[config.mk]
export PLATFORM = sky130hd
export DESIGN_NAME = usb_bulk_router
export DESIGN_NICKNAME = d
export VERILOG_FILES = /design/src/rtl/usb_bulk_router.sv
export SDC_FILE = /design/constraint.sdc
export NUM_CORES = 1
export LEC_CHECK = 0
export ABC_CLOCK_PERIOD_IN_PS = 5000
export CORE_MARGIN = 3
export CORE_UTILIZATION = 42
export DETAILED_ROUTE_END_ITERATION = 10
export PLACE_DENSITY = 0.95
export SLEW_MARGIN = 10
export SYNTH_ARGS = -nofsm -noshare
export SYNTH_HDL_FRONTEND = slang
export SYNTH_SLANG_ARGS = --single-unit
[constraint.sdc]
create_clock -name clock -period 5 [get_ports clock]
set_clock_uncertainty 0.2 [all_clocks]
set_input_delay 1 -clock clock [delete_from_list [all_inputs] [get_ports clock]]
set_output_delay 1 -clock clock [all_outputs]
set_load 0.01 [all_outputs]
[src/rtl/usb_bulk_router.sv]
// usb_bulk_router
//   Routes the protocol core's single bulk data path to NUM_EPS AXI4-Stream
//   endpoint channels. The token endpoint number is decoded into a channel
//   index, that channel's readiness is reported back to the core, and the IN
//   and OUT streams are steered to it. IN packets longer than MAX_PACKET are
//   cut with a forced tlast. OUT packets that saw a core error are tagged on
//   their last beat. A dropped transfer or a USB bus reset aborts the channel.
//
// Ports
//   clock, areset_n          clock, asynchronous active-low reset
//   usb_reset_i              USB bus reset, aborts any transfer
//   blk_*_i / blk_*_o        token/transfer control from and to the core
//   c_t*_o / c_tready_i      IN stream toward the core
//   c_t*_i / c_tready_o      OUT stream from the core
//   ep_in_ready_i            per-channel IN packet available
//   ep_out_ready_i           per-channel OUT space available
//   s_t*_i / s_tready_o      per-channel IN streams from the user FIFOs
//   m_t*_o / m_tready_i      per-channel OUT streams to the user FIFOs
//   ep_active_o              one-hot selected channel
//   ep_abort_o               one-cycle abort pulse on the selected channel
//
// state       | meaning
// ------------+-----------------------------------------------
// ST_IDLE     | no transfer; waiting for blk_start_i
// ST_IN_XFER  | selected channel streams to the core
// ST_OUT_XFER | core streams to the selected channel
module usb_bulk_router #(
    parameter int NUM_EPS    = 2,
    parameter int EP_FIRST   = 1,
    parameter int MAX_PACKET = 512
) (
    input  logic                   clock,
    input  logic                   areset_n,
    input  logic                   usb_reset_i,
    input  logic [3:0]             blk_endpt_i,
    input  logic                   blk_dir_i,
    input  logic                   blk_start_i,
    input  logic                   blk_cycle_i,
    input  logic                   blk_error_i,
    output logic                   blk_in_ready_o,
    output logic                   blk_out_ready_o,
    output logic                   blk_error_o,
    output logic                   c_tvalid_o,
    input  logic                   c_tready_i,
    output logic                   c_tlast_o,
    output logic [7:0]             c_tdata_o,
    input  logic                   c_tvalid_i,
    output logic                   c_tready_o,
    input  logic                   c_tlast_i,
    input  logic [7:0]             c_tdata_i,
    input  logic [NUM_EPS-1:0]     ep_in_ready_i,
    input  logic [NUM_EPS-1:0]     ep_out_ready_i,
    input  logic [NUM_EPS-1:0]     s_tvalid_i,
    input  logic [NUM_EPS-1:0]     s_tlast_i,
    output logic [NUM_EPS-1:0]     s_tready_o,
    input  logic [8*NUM_EPS-1:0]   s_tdata_i,
    output logic [NUM_EPS-1:0]     m_tvalid_o,
    output logic [NUM_EPS-1:0]     m_tlast_o,
    output logic [NUM_EPS-1:0]     m_terr_o,
    input  logic [NUM_EPS-1:0]     m_tready_i,
    output logic [8*NUM_EPS-1:0]   m_tdata_o,
    output logic [NUM_EPS-1:0]     ep_active_o,
    output logic [NUM_EPS-1:0]     ep_abort_o
);

    typedef enum logic [1:0] {
        ST_IDLE     = 2'd0,
        ST_IN_XFER  = 2'd1,
        ST_OUT_XFER = 2'd2
    } state_t;

    localparam logic [3:0] EP_FIRST_L = 4'(EP_FIRST);
    localparam logic [4:0] NUM_EPS_L  = 5'(NUM_EPS);
    localparam logic [9:0] LAST_CNT   = 10'(MAX_PACKET - 1);

    state_t     state_q, state_d;
    logic [3:0] sel_q, sel_d;
    logic [9:0] count_q, count_d;
    logic       err_seen_q, err_seen_d;
    logic       blk_in_ready_q, blk_in_ready_d;
    logic       blk_out_ready_q, blk_out_ready_d;
    logic       blk_error_q, blk_error_d;

    logic [3:0]         idx;
    logic               hit;
    logic               in_rdy_at, out_rdy_at;
    logic [NUM_EPS-1:0] sel_onehot;
    logic               sel_valid, sel_last, sel_mready;
    logic [7:0]         sel_data;
    logic               in_xfer, out_xfer, abort;
    logic               in_hs, out_hs;

    // Endpoint decode and per-channel muxing. Loops compare against the
    // index instead of indexing directly so out-of-range endpoints read 0.
    always_comb begin
        idx        = blk_endpt_i - EP_FIRST_L;
        hit        = (blk_endpt_i >= EP_FIRST_L) && ({1'b0, idx} < NUM_EPS_L);
        in_rdy_at  = 1'b0;
        out_rdy_at = 1'b0;
        sel_onehot = '0;
        sel_valid  = 1'b0;
        sel_last   = 1'b0;
        sel_mready = 1'b0;
        sel_data   = 8'd0;
        for (int k = 0; k < NUM_EPS; k++) begin
            if (idx == 4'(k)) begin
                in_rdy_at  = ep_in_ready_i[k];
                out_rdy_at = ep_out_ready_i[k];
            end
            if (sel_q == 4'(k)) begin
                sel_onehot[k] = 1'b1;
                sel_valid     = s_tvalid_i[k];
                sel_last      = s_tlast_i[k];
                sel_mready    = m_tready_i[k];
                sel_data      = s_tdata_i[8*k +: 8];
            end
        end
    end

    // Data path. In the abort cycle every handshake qualifier is forced low
    // so no beat can move while the channel is being torn down.
    always_comb begin
        in_xfer  = (state_q == ST_IN_XFER);
        out_xfer = (state_q == ST_OUT_XFER);
        abort    = (in_xfer || out_xfer) && (!blk_cycle_i || usb_reset_i);

        c_tvalid_o  = in_xfer && !abort && sel_valid;
        c_tdata_o   = in_xfer ? sel_data : 8'd0;
        c_tlast_o   = in_xfer && (sel_last || (count_q == LAST_CNT));
        s_tready_o  = (in_xfer && !abort && c_tready_i) ? sel_onehot : '0;

        c_tready_o  = out_xfer && !abort && sel_mready;
        m_tvalid_o  = (out_xfer && !abort && c_tvalid_i) ? sel_onehot : '0;
        m_tlast_o   = (out_xfer && c_tlast_i) ? sel_onehot : '0;
        m_terr_o    = m_tvalid_o & {NUM_EPS{(err_seen_q || blk_error_i) && c_tlast_i}};
        m_tdata_o   = '0;
        for (int k = 0; k < NUM_EPS; k++) begin
            if (out_xfer && sel_onehot[k]) begin
                m_tdata_o[8*k +: 8] = c_tdata_i;
            end
        end

        ep_active_o = (in_xfer || out_xfer) ? sel_onehot : '0;
        ep_abort_o  = abort ? sel_onehot : '0;

        in_hs  = c_tvalid_o && c_tready_i;
        out_hs = c_tvalid_i && c_tready_o;
    end

    // Next-state logic.
    always_comb begin
        state_d         = state_q;
        sel_d           = sel_q;
        count_d         = count_q;
        err_seen_d      = err_seen_q;
        blk_error_d     = 1'b0;
        blk_in_ready_d  = hit && in_rdy_at;
        blk_out_ready_d = hit && out_rdy_at;

        case (state_q)
            ST_IDLE: begin
                if (blk_start_i && !usb_reset_i) begin
                    if (!hit) begin
                        blk_error_d = 1'b1;
                    end else begin
                        sel_d      = idx;
                        count_d    = 10'd0;
                        err_seen_d = 1'b0;
                        state_d    = blk_dir_i ? ST_IN_XFER : ST_OUT_XFER;
                    end
                end
            end
            ST_IN_XFER: begin
                if (abort) begin
                    state_d = ST_IDLE;
                end else if (in_hs) begin
                    if (c_tlast_o) begin
                        count_d = 10'd0;
                        state_d = ST_IDLE;
                    end else begin
                        count_d = count_q + 10'd1;
                    end
                end
            end
            ST_OUT_XFER: begin
                if (abort) begin
                    state_d = ST_IDLE;
                end else begin
                    if (blk_error_i) begin
                        err_seen_d = 1'b1;
                    end
                    if (out_hs && c_tlast_i) begin
                        state_d = ST_IDLE;
                    end
                end
            end
            default: state_d = ST_IDLE;
        endcase
    end

    always_ff @(posedge clock or negedge areset_n) begin
        if (!areset_n) begin
            state_q         <= ST_IDLE;
            sel_q           <= 4'd0;
            count_q         <= 10'd0;
            err_seen_q      <= 1'b0;
            blk_in_ready_q  <= 1'b0;
            blk_out_ready_q <= 1'b0;
            blk_error_q     <= 1'b0;
        end else begin
            state_q         <= state_d;
            sel_q           <= sel_d;
            count_q         <= count_d;
            err_seen_q      <= err_seen_d;
            blk_in_ready_q  <= blk_in_ready_d;
            blk_out_ready_q <= blk_out_ready_d;
            blk_error_q     <= blk_error_d;
        end
    end

    assign blk_in_ready_o  = blk_in_ready_q;
    assign blk_out_ready_o = blk_out_ready_q;
    assign blk_error_o     = blk_error_q;

endmodule

==> impl_metrics.ini <==
[sta]
max-slew-margin-rel_pct = 32.3
rsz0062_at_grt = false
worst_pin_slew_ns = 1.02
hold_violations = 0
post-route-period-util_pct = 83.4
post-route-min-period_ns = 4.17
timing.fmax_mhz = 240
setup_viol = 0
setup_tns_ns = 0
drv_slew = 0
setup_slack_ns = 0.832

[critical_path]
cp_data_arrival_time_ns = 2.97
cp_common_cell = clkdlybuf4s50_1
rr_startpoint = sel_q[0]
r2r-end = count_q[2]
start_kind = primary input
critical_path.max_fanout = 5
rrSetupSlack_ns = 2.18
r2r_cells = 4
worstSetupPathType = in2out
path_cells = clkdlybuf4s50_1 -> nand2b_1 -> a21oi_1 -> o2111ai_1 -> nor2_1 -> clkdlybuf4s50_1
cp_top_family = buffers and inverters
cp-end-kind = output pin
crit_path_max_incr_delay_ns = 0.56
cp_slowest_cell = clkdlybuf4s50_1
required_ns = 3.80
critPathBufInv = 2

[yosys]
async_flop_share_pct = 100
postSynthAreaPerCell_um2 = 8.27
synth_area_leader_cell = dfrtp_1
syn_nets = 250
yosysSeqAreaShare_pct = 31.0
synth_area_leaders = dfrtp_1 31%, and2_1 8.1%, nor2_1 7.2%, o31ai_1 5.6%, ha_1 5.4%
synthFlopType = dfrtp_1
ys_warn_count = 0
synth_edf_count = 0
synth_commonest_cells = 31 x nor2_1, 21 x and2_1, 20 x dfrtp_1
synth.most_common_cell = nor2_1
ys_types = 40
synth_top_area_share_pct = 31.0
syn_inst = 195
ys_ff_latch = 20
syn_area_um2 = 1610

[die]
start_util_pct = 45.8
die_w_um = 68.0
coreArea_um2 = 3520
io_pins = 90
rows = 21
fp.dieArea_um2 = 4620
die_h_um = 68.0

[grt]
grt_pass1_vias = 1671
grt_max_degree = 21
gr-total-overflow = 0
antenna_found_initial = 0
grt_pass1_wl_um = 7950
grt_usage_pct = 22.6

[clock_network]
cts-root-buf = clkbuf_8
ctsHoldBuffers = 0
cts_resized = 0
clk_latency_ns = 0.26
cts_sinks = 20
cts_setup_buffers = 0
cts_buffer_depth = 2
clkSlewWorstSetupHoldPaths_ns = 0.08
htreeDepth = 1
cts_tree = done
numCtsBuffers = 3

[power_and_ir_drop]
power_density_nw_per_um2 = 346
p_leak_uw = 0.00105
ir_drop_uv = 261

[place]
numPortBuffers = 89
place.gp.congestion = 0.824
dp_slack_ns = 0.845
hpwl_um = 3910

[min_path]
min-delay-start = sel_q[1]
min_to = sel_q[1]
min_path_cells = 1
min_path_type = reg2reg

[detailed_routing]
vias = 1738
route.detailed.drc = 0
wl_um = 4880
wl_per_cell_um = 14.9
vias_per_cell = 5.31
postRouteAntennaNets = 0
drtPass1Iterations = 5
drt_iter0_markers = 62

[final_layout]
drive_gt1_share_pct = 4.98
area_growth_pct = 60.1
diodes = 0
nets = 337

[run_status]
status = complete, no violations

[run]
drv_cap = 0
==> registers in the layout, summed over array words and instances, names as in the netlist <==
register	flops
blk_out_ready_o	1
count_q	10
err_seen_q	1
state_q	2
blk_error_o	1
blk_in_ready_o	1
sel_q	4
==> metal layers <==
layer	up-vias	part of all wire (%)	GRT usage, %
li1	873	-	-
met1	804	40	26.8
met2	52	54	41.5
met3	9	4.6	4.27
met4	0	1.1	5.71
met5	-	0	0
==> cells by family (layout without fill, tap and decap cells) <==
| kind of cell | count (synthesis) | after routing | share of synthesized area [%] |
|---|---|---|---|
| simple gates | 104 | 104 | 34.1 |
| compound gates | 35 | 35 | 16.4 |
| flops | 20 | 20 | 31.0 |
| buf+inv | 16 | 102 | 4.42 |
| mux | 13 | 13 | 8.69 |
| fa+ha+maj | 7 | 7 | 5.43 |
==> cell type report <==
cell class,instances,area [um2]
Fill cell,274,938
Tap cell,46,57.6
Timing Repair Buffer,90,898
Inverter,8,30.0
Sequential cell,20,500
Clock buffer,4,55.1
Multi-Input combinational cell,159,1040
==> placed cells by master, fill, tap and decap left out, types with 7 or more instances in the layout <==
cell type         n
and2_1           21
clkdlybuf4s50_1  89
dfrtp_1          20
ha_1              7
inv_1             8
mux2i_1           8
nand2_1          12
nand3_1          10
nor2_1           31
nor2b_1           7
o31ai_1          12
==> worst reg2reg max path: stages, from the launching register on <==
cell,delay [ns]
dfrtp_1,0.73
mux2_2,0.44
a32oi_1,0.78
or4_1,0.40
o21ai_0,0.15
==> power breakdown <==
group | internal, uW | switching (uW) | total (uW) | leakage (uW)
Combinational | 263 | 289 | 551 | 0.000748
Clock | 70.2 | 54.3 | 125 | 0.0000288
Sequential | 182 | 35.8 | 218 | 0.000275
==> stage by stage <==
step                      power (uW)  cells  utilization (%)  area [um2]  hold WS, ns
after global routing             958    327             73.3        2580        0.342
after CTS                        891    327             73.3        2580        0.311
after floorplan                  540    195                -        1610        0.257
after global placement           753    323             71.8        2530        0.280
after detailed placement         769    323             71.8        2530        0.294
final                            894    327             73.3        2580        0.313
==> worst max path at each step <==
| stage | from | end | slack, ns | cells after the start |
|---|---|---|---|---|
| 6_report | usb_reset_i | m_terr_o[0] | 0.83 | 6 |
| 5_1_grt | usb_reset_i | m_terr_o[0] | 0.66 | 6 |
| 2_1_floorplan | usb_reset_i | m_terr_o[0] | 2.02 | 4 |
| 4_1_cts | usb_reset_i | m_terr_o[0] | 0.84 | 6 |
| 3_3_place_gp | usb_reset_i | m_terr_o[1] | 0.92 | 6 |
| 3_5_place_dp | usb_reset_i | m_terr_o[0] | 0.85 | 6 |
(Power assumes the default switching activity.)
